$ cat config.mk
export PLATFORM = sky130hd
export DESIGN_NAME = cm0ik_gpio_ext
export DESIGN_NICKNAME = d
export VERILOG_FILES = /design/src/rtl/cm0ik_gpio_pkg.sv /design/src/rtl/cm0ik_gpio_sync.sv /design/src/rtl/cm0ik_gpio_ext.sv
export SDC_FILE = /design/constraint.sdc
export NUM_CORES = 1
export LEC_CHECK = 0
export CAP_MARGIN = 20
export CORE_ASPECT_RATIO = 0.75
export CORE_MARGIN = 2
export CORE_UTILIZATION = 50
export DETAILED_ROUTE_END_ITERATION = 6
export HOLD_SLACK_MARGIN = 0.03
export PLACE_DENSITY = 0.75
export SLEW_MARGIN = 5
export SYNTH_ARGS = -nofsm -noshare
export SYNTH_HDL_FRONTEND = slang
export SYNTH_SLANG_ARGS = --single-unit
$ cat constraint.sdc
create_clock -name HCLK -period 3.9 [get_ports HCLK]
set_input_delay 0.39 -clock HCLK [delete_from_list [all_inputs] [get_ports HCLK]]
set_output_delay 0.39 -clock HCLK [all_outputs]
set_load 0.02 [all_outputs]
$ cat src/rtl/cm0ik_gpio_pkg.sv
// Shared constants and helpers for the cm0ik GPIO slave: word offsets,
// interrupt-type encoding and AHB byte-lane decode.
package cm0ik_gpio_pkg;

  localparam int OFF_W = 10;

  localparam logic [OFF_W-1:0] OFF_DATA    = 10'h000;
  localparam logic [OFF_W-1:0] OFF_DATAOUT = 10'h001;
  localparam logic [OFF_W-1:0] OFF_OUTSET  = 10'h002;
  localparam logic [OFF_W-1:0] OFF_OUTCLR  = 10'h003;
  localparam logic [OFF_W-1:0] OFF_DIR     = 10'h004;
  localparam logic [OFF_W-1:0] OFF_INTEN   = 10'h005;
  localparam logic [OFF_W-1:0] OFF_INTTYPE = 10'h006;
  localparam logic [OFF_W-1:0] OFF_INTPOL  = 10'h007;
  localparam logic [OFF_W-1:0] OFF_INTSTAT = 10'h008;
  localparam logic [OFF_W-1:0] OFF_INTBOTH = 10'h009;

  localparam logic INTTYPE_LEVEL = 1'b0;
  localparam logic INTTYPE_EDGE  = 1'b1;

  function automatic logic [3:0] byte_lanes(input logic [2:0] hsize,
                                            input logic [1:0] addr);
    logic [3:0] lanes;
    case (hsize)
      3'b000:  lanes = 4'b0001 << addr;
      3'b001:  lanes = addr[1] ? 4'b1100 : 4'b0011;
      default: lanes = 4'b1111;
    endcase
    return lanes;
  endfunction

  function automatic logic [31:0] lane_mask(input logic [3:0] lanes);
    logic [31:0] m;
    for (int i = 0; i < 4; i++) m[8*i +: 8] = {8{lanes[i]}};
    return m;
  endfunction

endpackage

$ cat src/rtl/cm0ik_gpio_sync.sv
// Pad-input synchroniser plus previous-sample register; produces the
// synchronised value and single-cycle rise/fall indications.
module cm0ik_gpio_sync
  import cm0ik_gpio_pkg::*;
#(
  parameter int WIDTH  = 32,
  parameter int STAGES = 2
) (
  input  logic             clk,
  input  logic             rst,
  input  logic [WIDTH-1:0] async_in,
  output logic [WIDTH-1:0] sync_in,
  output logic [WIDTH-1:0] rise,
  output logic [WIDTH-1:0] fall
);

  logic [STAGES-1:0][WIDTH-1:0] chain_q, chain_d;
  logic [WIDTH-1:0]             prev_q, prev_d;

  always_comb begin
    chain_d = {chain_q[STAGES-2:0], async_in};
    prev_d  = chain_q[STAGES-1];
  end

  always_ff @(posedge clk) begin
    if (rst) begin
      chain_q <= '0;
      prev_q  <= '0;
    end else begin
      chain_q <= chain_d;
      prev_q  <= prev_d;
    end
  end

  assign sync_in = chain_q[STAGES-1];
  assign rise    = sync_in & ~prev_q;
  assign fall    = ~sync_in & prev_q;

endmodule

$ cat src/rtl/cm0ik_gpio_ext.sv
// AHB-Lite GPIO slave: zero-wait register file, atomic set/clear, per-pin
// level/edge interrupts. CM0IK_GPIO_BOTHEDGE_EN adds the INTBOTH register.
module cm0ik_gpio_ext
  import cm0ik_gpio_pkg::*;
#(
  parameter int GPIO_WIDTH  = 32,
  parameter int SYNC_STAGES = 2
) (
  input  logic                  HCLK,
  input  logic                  HRESET,
  input  logic                  HSEL,
  input  logic [11:0]           HADDR,
  input  logic                  HWRITE,
  input  logic [1:0]            HTRANS,
  input  logic [2:0]            HSIZE,
  input  logic [31:0]           HWDATA,
  input  logic                  HREADY,
  input  logic [GPIO_WIDTH-1:0] GPIOIN,
  output logic                  HREADYOUT,
  output logic                  HRESP,
  output logic [31:0]           HRDATA,
  output logic [GPIO_WIDTH-1:0] GPIOOUT,
  output logic [GPIO_WIDTH-1:0] GPIOEN,
  output logic [GPIO_WIDTH-1:0] GPIOINTS,
  output logic                  GPIOINT
);

  localparam int W = GPIO_WIDTH;

  logic             wr_q, wr_d, rd_q, rd_d;
  logic [3:0]       lanes_q, lanes_d;
  logic [OFF_W-1:0] off_q, off_d;

  logic [W-1:0] dout_q, dout_d, dir_q, dir_d, inten_q, inten_d;
  logic [W-1:0] itype_q, itype_d, ipol_q, ipol_d, istat_q, istat_d;
  logic [W-1:0] both_mode;

  logic [W-1:0] sync_in, rise, fall;
  logic [W-1:0] edge_mode, lvl_hit, pol_hit, edg_hit, set_vec;
  logic [W-1:0] bm, wbits, w1c, rdata_w;
  logic [31:0]  bm_full;
  logic         unused_ok;

  cm0ik_gpio_sync #(.WIDTH(W), .STAGES(SYNC_STAGES)) u_sync (
    .clk      (HCLK),
    .rst      (HRESET),
    .async_in (GPIOIN),
    .sync_in  (sync_in),
    .rise     (rise),
    .fall     (fall)
  );

  // Address phase is only sampled when the bus is ready; otherwise hold.
  always_comb begin
    wr_d    = wr_q;
    rd_d    = rd_q;
    lanes_d = lanes_q;
    off_d   = off_q;
    if (HREADY) begin
      wr_d    = HSEL & HTRANS[1] & HWRITE;
      rd_d    = HSEL & HTRANS[1] & ~HWRITE;
      lanes_d = byte_lanes(HSIZE, HADDR[1:0]);
      off_d   = HADDR[11:2];
    end
  end

  assign bm_full = lane_mask(lanes_q);
  assign bm      = bm_full[W-1:0];
  assign wbits   = HWDATA[W-1:0] & bm;

`ifdef CM0IK_GPIO_BOTHEDGE_EN
  logic [W-1:0] iboth_q, iboth_d;
  assign both_mode = iboth_q;
`else
  assign both_mode = '0;
`endif

  // Set wins over a same-cycle W1C so an active level stays pending.
  assign edge_mode = {W{INTTYPE_EDGE}} ~^ itype_q;
  assign lvl_hit   = ~edge_mode & ~(sync_in ^ ipol_q);
  assign pol_hit   = (ipol_q & rise) | (~ipol_q & fall);
  assign edg_hit   = edge_mode & ((both_mode & (rise | fall)) | (~both_mode & pol_hit));
  assign set_vec   = ~dir_q & (lvl_hit | edg_hit);

  always_comb begin
    dout_d  = dout_q;
    dir_d   = dir_q;
    inten_d = inten_q;
    itype_d = itype_q;
    ipol_d  = ipol_q;
    w1c     = '0;
`ifdef CM0IK_GPIO_BOTHEDGE_EN
    iboth_d = iboth_q;
`endif
    if (wr_q) begin
      case (off_q)
        OFF_DATA, OFF_DATAOUT: dout_d = (dout_q & ~bm) | wbits;
        OFF_OUTSET:  dout_d  = dout_q | wbits;
        OFF_OUTCLR:  dout_d  = dout_q & ~wbits;
        OFF_DIR:     dir_d   = (dir_q & ~bm) | wbits;
        OFF_INTEN:   inten_d = (inten_q & ~bm) | wbits;
        OFF_INTTYPE: itype_d = (itype_q & ~bm) | wbits;
        OFF_INTPOL:  ipol_d  = (ipol_q & ~bm) | wbits;
        OFF_INTSTAT: w1c     = wbits;
`ifdef CM0IK_GPIO_BOTHEDGE_EN
        OFF_INTBOTH: iboth_d = (iboth_q & ~bm) | wbits;
`endif
        default: ;
      endcase
    end
    istat_d = (istat_q & ~w1c) | set_vec;
  end

  always_ff @(posedge HCLK) begin
    if (HRESET) begin
      wr_q    <= 1'b0;
      rd_q    <= 1'b0;
      lanes_q <= '0;
      off_q   <= '0;
      dout_q  <= '0;
      dir_q   <= '0;
      inten_q <= '0;
      itype_q <= '0;
      ipol_q  <= '0;
      istat_q <= '0;
`ifdef CM0IK_GPIO_BOTHEDGE_EN
      iboth_q <= '0;
`endif
    end else begin
      wr_q    <= wr_d;
      rd_q    <= rd_d;
      lanes_q <= lanes_d;
      off_q   <= off_d;
      dout_q  <= dout_d;
      dir_q   <= dir_d;
      inten_q <= inten_d;
      itype_q <= itype_d;
      ipol_q  <= ipol_d;
      istat_q <= istat_d;
`ifdef CM0IK_GPIO_BOTHEDGE_EN
      iboth_q <= iboth_d;
`endif
    end
  end

  always_comb begin
    rdata_w = '0;
    if (rd_q) begin
      case (off_q)
        OFF_DATA:    rdata_w = sync_in;
        OFF_DATAOUT: rdata_w = dout_q;
        OFF_DIR:     rdata_w = dir_q;
        OFF_INTEN:   rdata_w = inten_q;
        OFF_INTTYPE: rdata_w = itype_q;
        OFF_INTPOL:  rdata_w = ipol_q;
        OFF_INTSTAT: rdata_w = istat_q;
`ifdef CM0IK_GPIO_BOTHEDGE_EN
        OFF_INTBOTH: rdata_w = iboth_q;
`endif
        default:     rdata_w = '0;
      endcase
    end
    HRDATA        = '0;
    HRDATA[W-1:0] = rdata_w;
  end

  assign GPIOOUT   = dout_q;
  assign GPIOEN    = dir_q;
  assign GPIOINTS  = istat_q & inten_q;
  assign GPIOINT   = |GPIOINTS;
  assign HREADYOUT = 1'b1;
  assign HRESP     = 1'b0;

  assign unused_ok = ^{HTRANS[0], HWDATA, bm_full, OFF_INTBOTH, INTTYPE_LEVEL};

endmodule

==> results of run 1 <==
==> power by group through the flow <==
stage / logic (W) / registers (W) / clock network [W]
floorplan: 0.000335 / 0.00330 / 0
global placement: 0.000542 / 0.00334 / 0
detailed placement: 0.000550 / 0.00334 / 0
CTS: 0.000554 / 0.00327 / 0.00294
global route: 0.000600 / 0.00329 / 0.00306
finish: 0.000564 / 0.00328 / 0.00291
==> cell type report <==
class | instances | area [µm²]
Sequential cell | 304 | 6090
Timing Repair Buffer | 238 | 2350
Tap cell | 351 | 439
Multi-Input combinational cell | 1023 | 7090
Fill cell | 2273 | 9840
Clock buffer | 48 | 940
Inverter | 1 | 3.75
Clock inverter | 5 | 55.1
==> routing by layer <==
layer  routed length, µm  global-route usage, %  up-vias  share of wire, %
li1                    -                      -     5467                 -
met1               18700                   39.4     5571                45
met2               18400                   44.2      532                44
met3                3610                   6.28       69               8.7
met4                 914                   8.03        0               2.2
met5                   0                      0        -                 0
==> synthesized netlist by cell type (16+ instances only) <==
master	count
a21oi_1	37
and2_1	33
o2bb2ai_1	32
a22o_1	17
nor2b_1	164
a31oi_1	48
mux2i_1	187
clkbuf_1	84
nand2_1	98
o31ai_1	32
nor2_1	146
nor4_1	16
nor3_1	33
a31o_2	32
o21ai_0	33
dfxtp_1	304
o22ai_1	17
==> kinds of logic (layout without fill, tap and decap cells) <==
group	count (synthesis)	in the layout	share of synthesized area [%]
and+or+nand+nor	548	548	21.7
DFF	304	304	45.0
AOI/OAI and AO/OA	271	271	13.9
muxes	202	202	16.3
buffers and inverters	100	292	2.99
other	2	2	0.0555
==> per-stage QoR <==
step | utilization [%] | hold WS [ns] | power [W] | setup WS (ns) | instances
global route | 63.3 | 0.284 | 0.00695 | 0.0144 | 1970
floorplan | - | 0.414 | 0.00363 | 1.36 | 1427
detailed placement | 59.6 | 0.422 | 0.00389 | 0.640 | 1917
finish | 63.3 | 0.261 | 0.00675 | 0.137 | 1970
CTS | 63.3 | 0.272 | 0.00677 | 0.0506 | 1970
global placement | 59.6 | 0.417 | 0.00388 | 0.650 | 1917
==> worst paths after layout <==
path,start,endpoint,slack (ns),cells past startpoint
setup / recovery,off_q[4],HRDATA[6],0.14,7
hold / removal,HRESET,flop,0.26,2
setup reg to reg,off_q[0],flop,1.13,4
hold reg to reg,u_sync.chain_d[46],u_sync.sync_in[14],0.42,1
==> timing repair <==
item | 4_1_cts | 5_1_grt
endpoints found under the hold margin | 0 | 0
setup endpoints to repair | 0 | 10
gates resized for setup | 0 | 2
==> run metrics, run 1 <==
DP Area=0.0160 mm²; Worst setup EP type=primary output; DRC Markers=0; clock share of power=43.1%; slew margin rel.=25.3%; Worst Skew=between 0.02 and 0.025 ns; RSZ-0062 raised after global routing=false; Area Growth Syn to Fin=25.4%; initial core utilization=50.5%; Pleak=between 6 and 7 nW; WL per Instance=21.2 µm; via count=roughly 12000; kind of critical path=flop to primary output; synthesized area=around 0.014 mm²; max incr delay on CP=approximately 0.66 ns; Slew Limit Fails=0; Clk pin slew, worst setup/hold paths=about 0.060 ns; Worst Setup Start Kind=flop; most common cell after layout, fill and taps aside=dfxtp_1; Avg Vias per Cell=around 6; layout cells sized above 1=under 10%; # diodes=0; gr usage total=28.3%; most frequent cells in the layout=dfxtp_1 (302), clkdlybuf4s50_1 (212), mux2i_1 (187); setup tns final=0 ns; initial antenna violation count=1; Yosys top cell by area=dfxtp_1; sw frac=approximately a quarter; Hold Path Class=input port to flop; Rows=52; most numerous cell on the critical path=buf_4; CP arrival=~3.4 ns; NetSw=0.00163 W; crit path cell chain=or4_1 -> buf_4 -> nor2_4 -> buf_4 -> a31oi_1 -> a21oi_1 -> clkdlybuf4s50_1; Tcrit/Tclk final=96.5%; number of top-level pins=217; pin slew with the least headroom to its limit=1.12 ns; critical path fanouts, max=22; Yosys top cell area share=45.0%; post-route antenna net violation count=0; Pwr Density=398 mW/mm²; hpwl dp=26.8 mm; largest net degree at the start of global routing=222; FMAX=about 270 MHz; Nets=~1700; setup violators final=0; Die H=146 µm; first drt pass iteration count=5; CTS sink cnt=304; Synth Register Bits=304; core area=0.0268 mm²; root buf cell=clkbuf_16; predominant post-synthesis flop cell=dfxtp_1; status=completed; number of flops mapped to enable cells by yosys=0; Req. time, crit path=approximately 3.5 ns; Fin. Hold Viols=0; Die Area=0.0284 mm²; register area share after synthesis=between 40% and 50%; post-layout minimum cycle time=3.76 ns; grt total ovfl=0; port bufs=213; postcts setup bufs=0; # hold bufs at CTS=0; sequential power share=48.6%; max cap viols=0; Avg Cell Area, Syn=9.48 µm²; clk_lat worst skew=0.56 ns; dominant cells by area after synthesis=dfxtp_1 (45%), mux2i_1 (14%), nor2b_1 (7.6%), nor2_1 (4.1%), nand2_1 (2.7%); vias in the first global route=approximately 11000; first-pass GRT wire length=~64 mm; Comb pwr share=8.4%; CTS HTree Levels=1; net count after synthesis=1513; Crit path max-delay family=buffers and inverters; final WL=around 42 mm; Clock Tree Buf Depth=3; worst path bufs/invs=3; CTS buffer count=30; Ys Warns=0; Unique masters post-synth=44; asr flop ratio synth=0%; CP max-delay cell=clkdlybuf4s50_1; CTS tree=done; Mapped Cells=around 1400; gp weighted congestion=0.850; Die Span X=194 µm; internal power=0.00512 W; 1st-iter DRT viols=around 970; Final Cell Area=0.0170 mm²; peak supply drop=0.392 mV
Note: power is estimated with default switching activity, not from simulation.
==> run 2: changes to the inputs <==
--- a/config.mk
+++ b/config.mk
@@ -9,9 +9,11 @@
 export CORE_ASPECT_RATIO = 0.75
 export CORE_MARGIN = 2
 export CORE_UTILIZATION = 50
+export CTS_CLUSTER_SIZE = 30
 export DETAILED_ROUTE_END_ITERATION = 6
 export HOLD_SLACK_MARGIN = 0.03
 export PLACE_DENSITY = 0.75
+export SKIP_CTS_REPAIR_TIMING = 1
 export SLEW_MARGIN = 5
 export SYNTH_ARGS = -nofsm -noshare
 export SYNTH_HDL_FRONTEND = slang
==> results of run 2 <==
The final DEF is identical to that of run 1; final timing and power are the same.
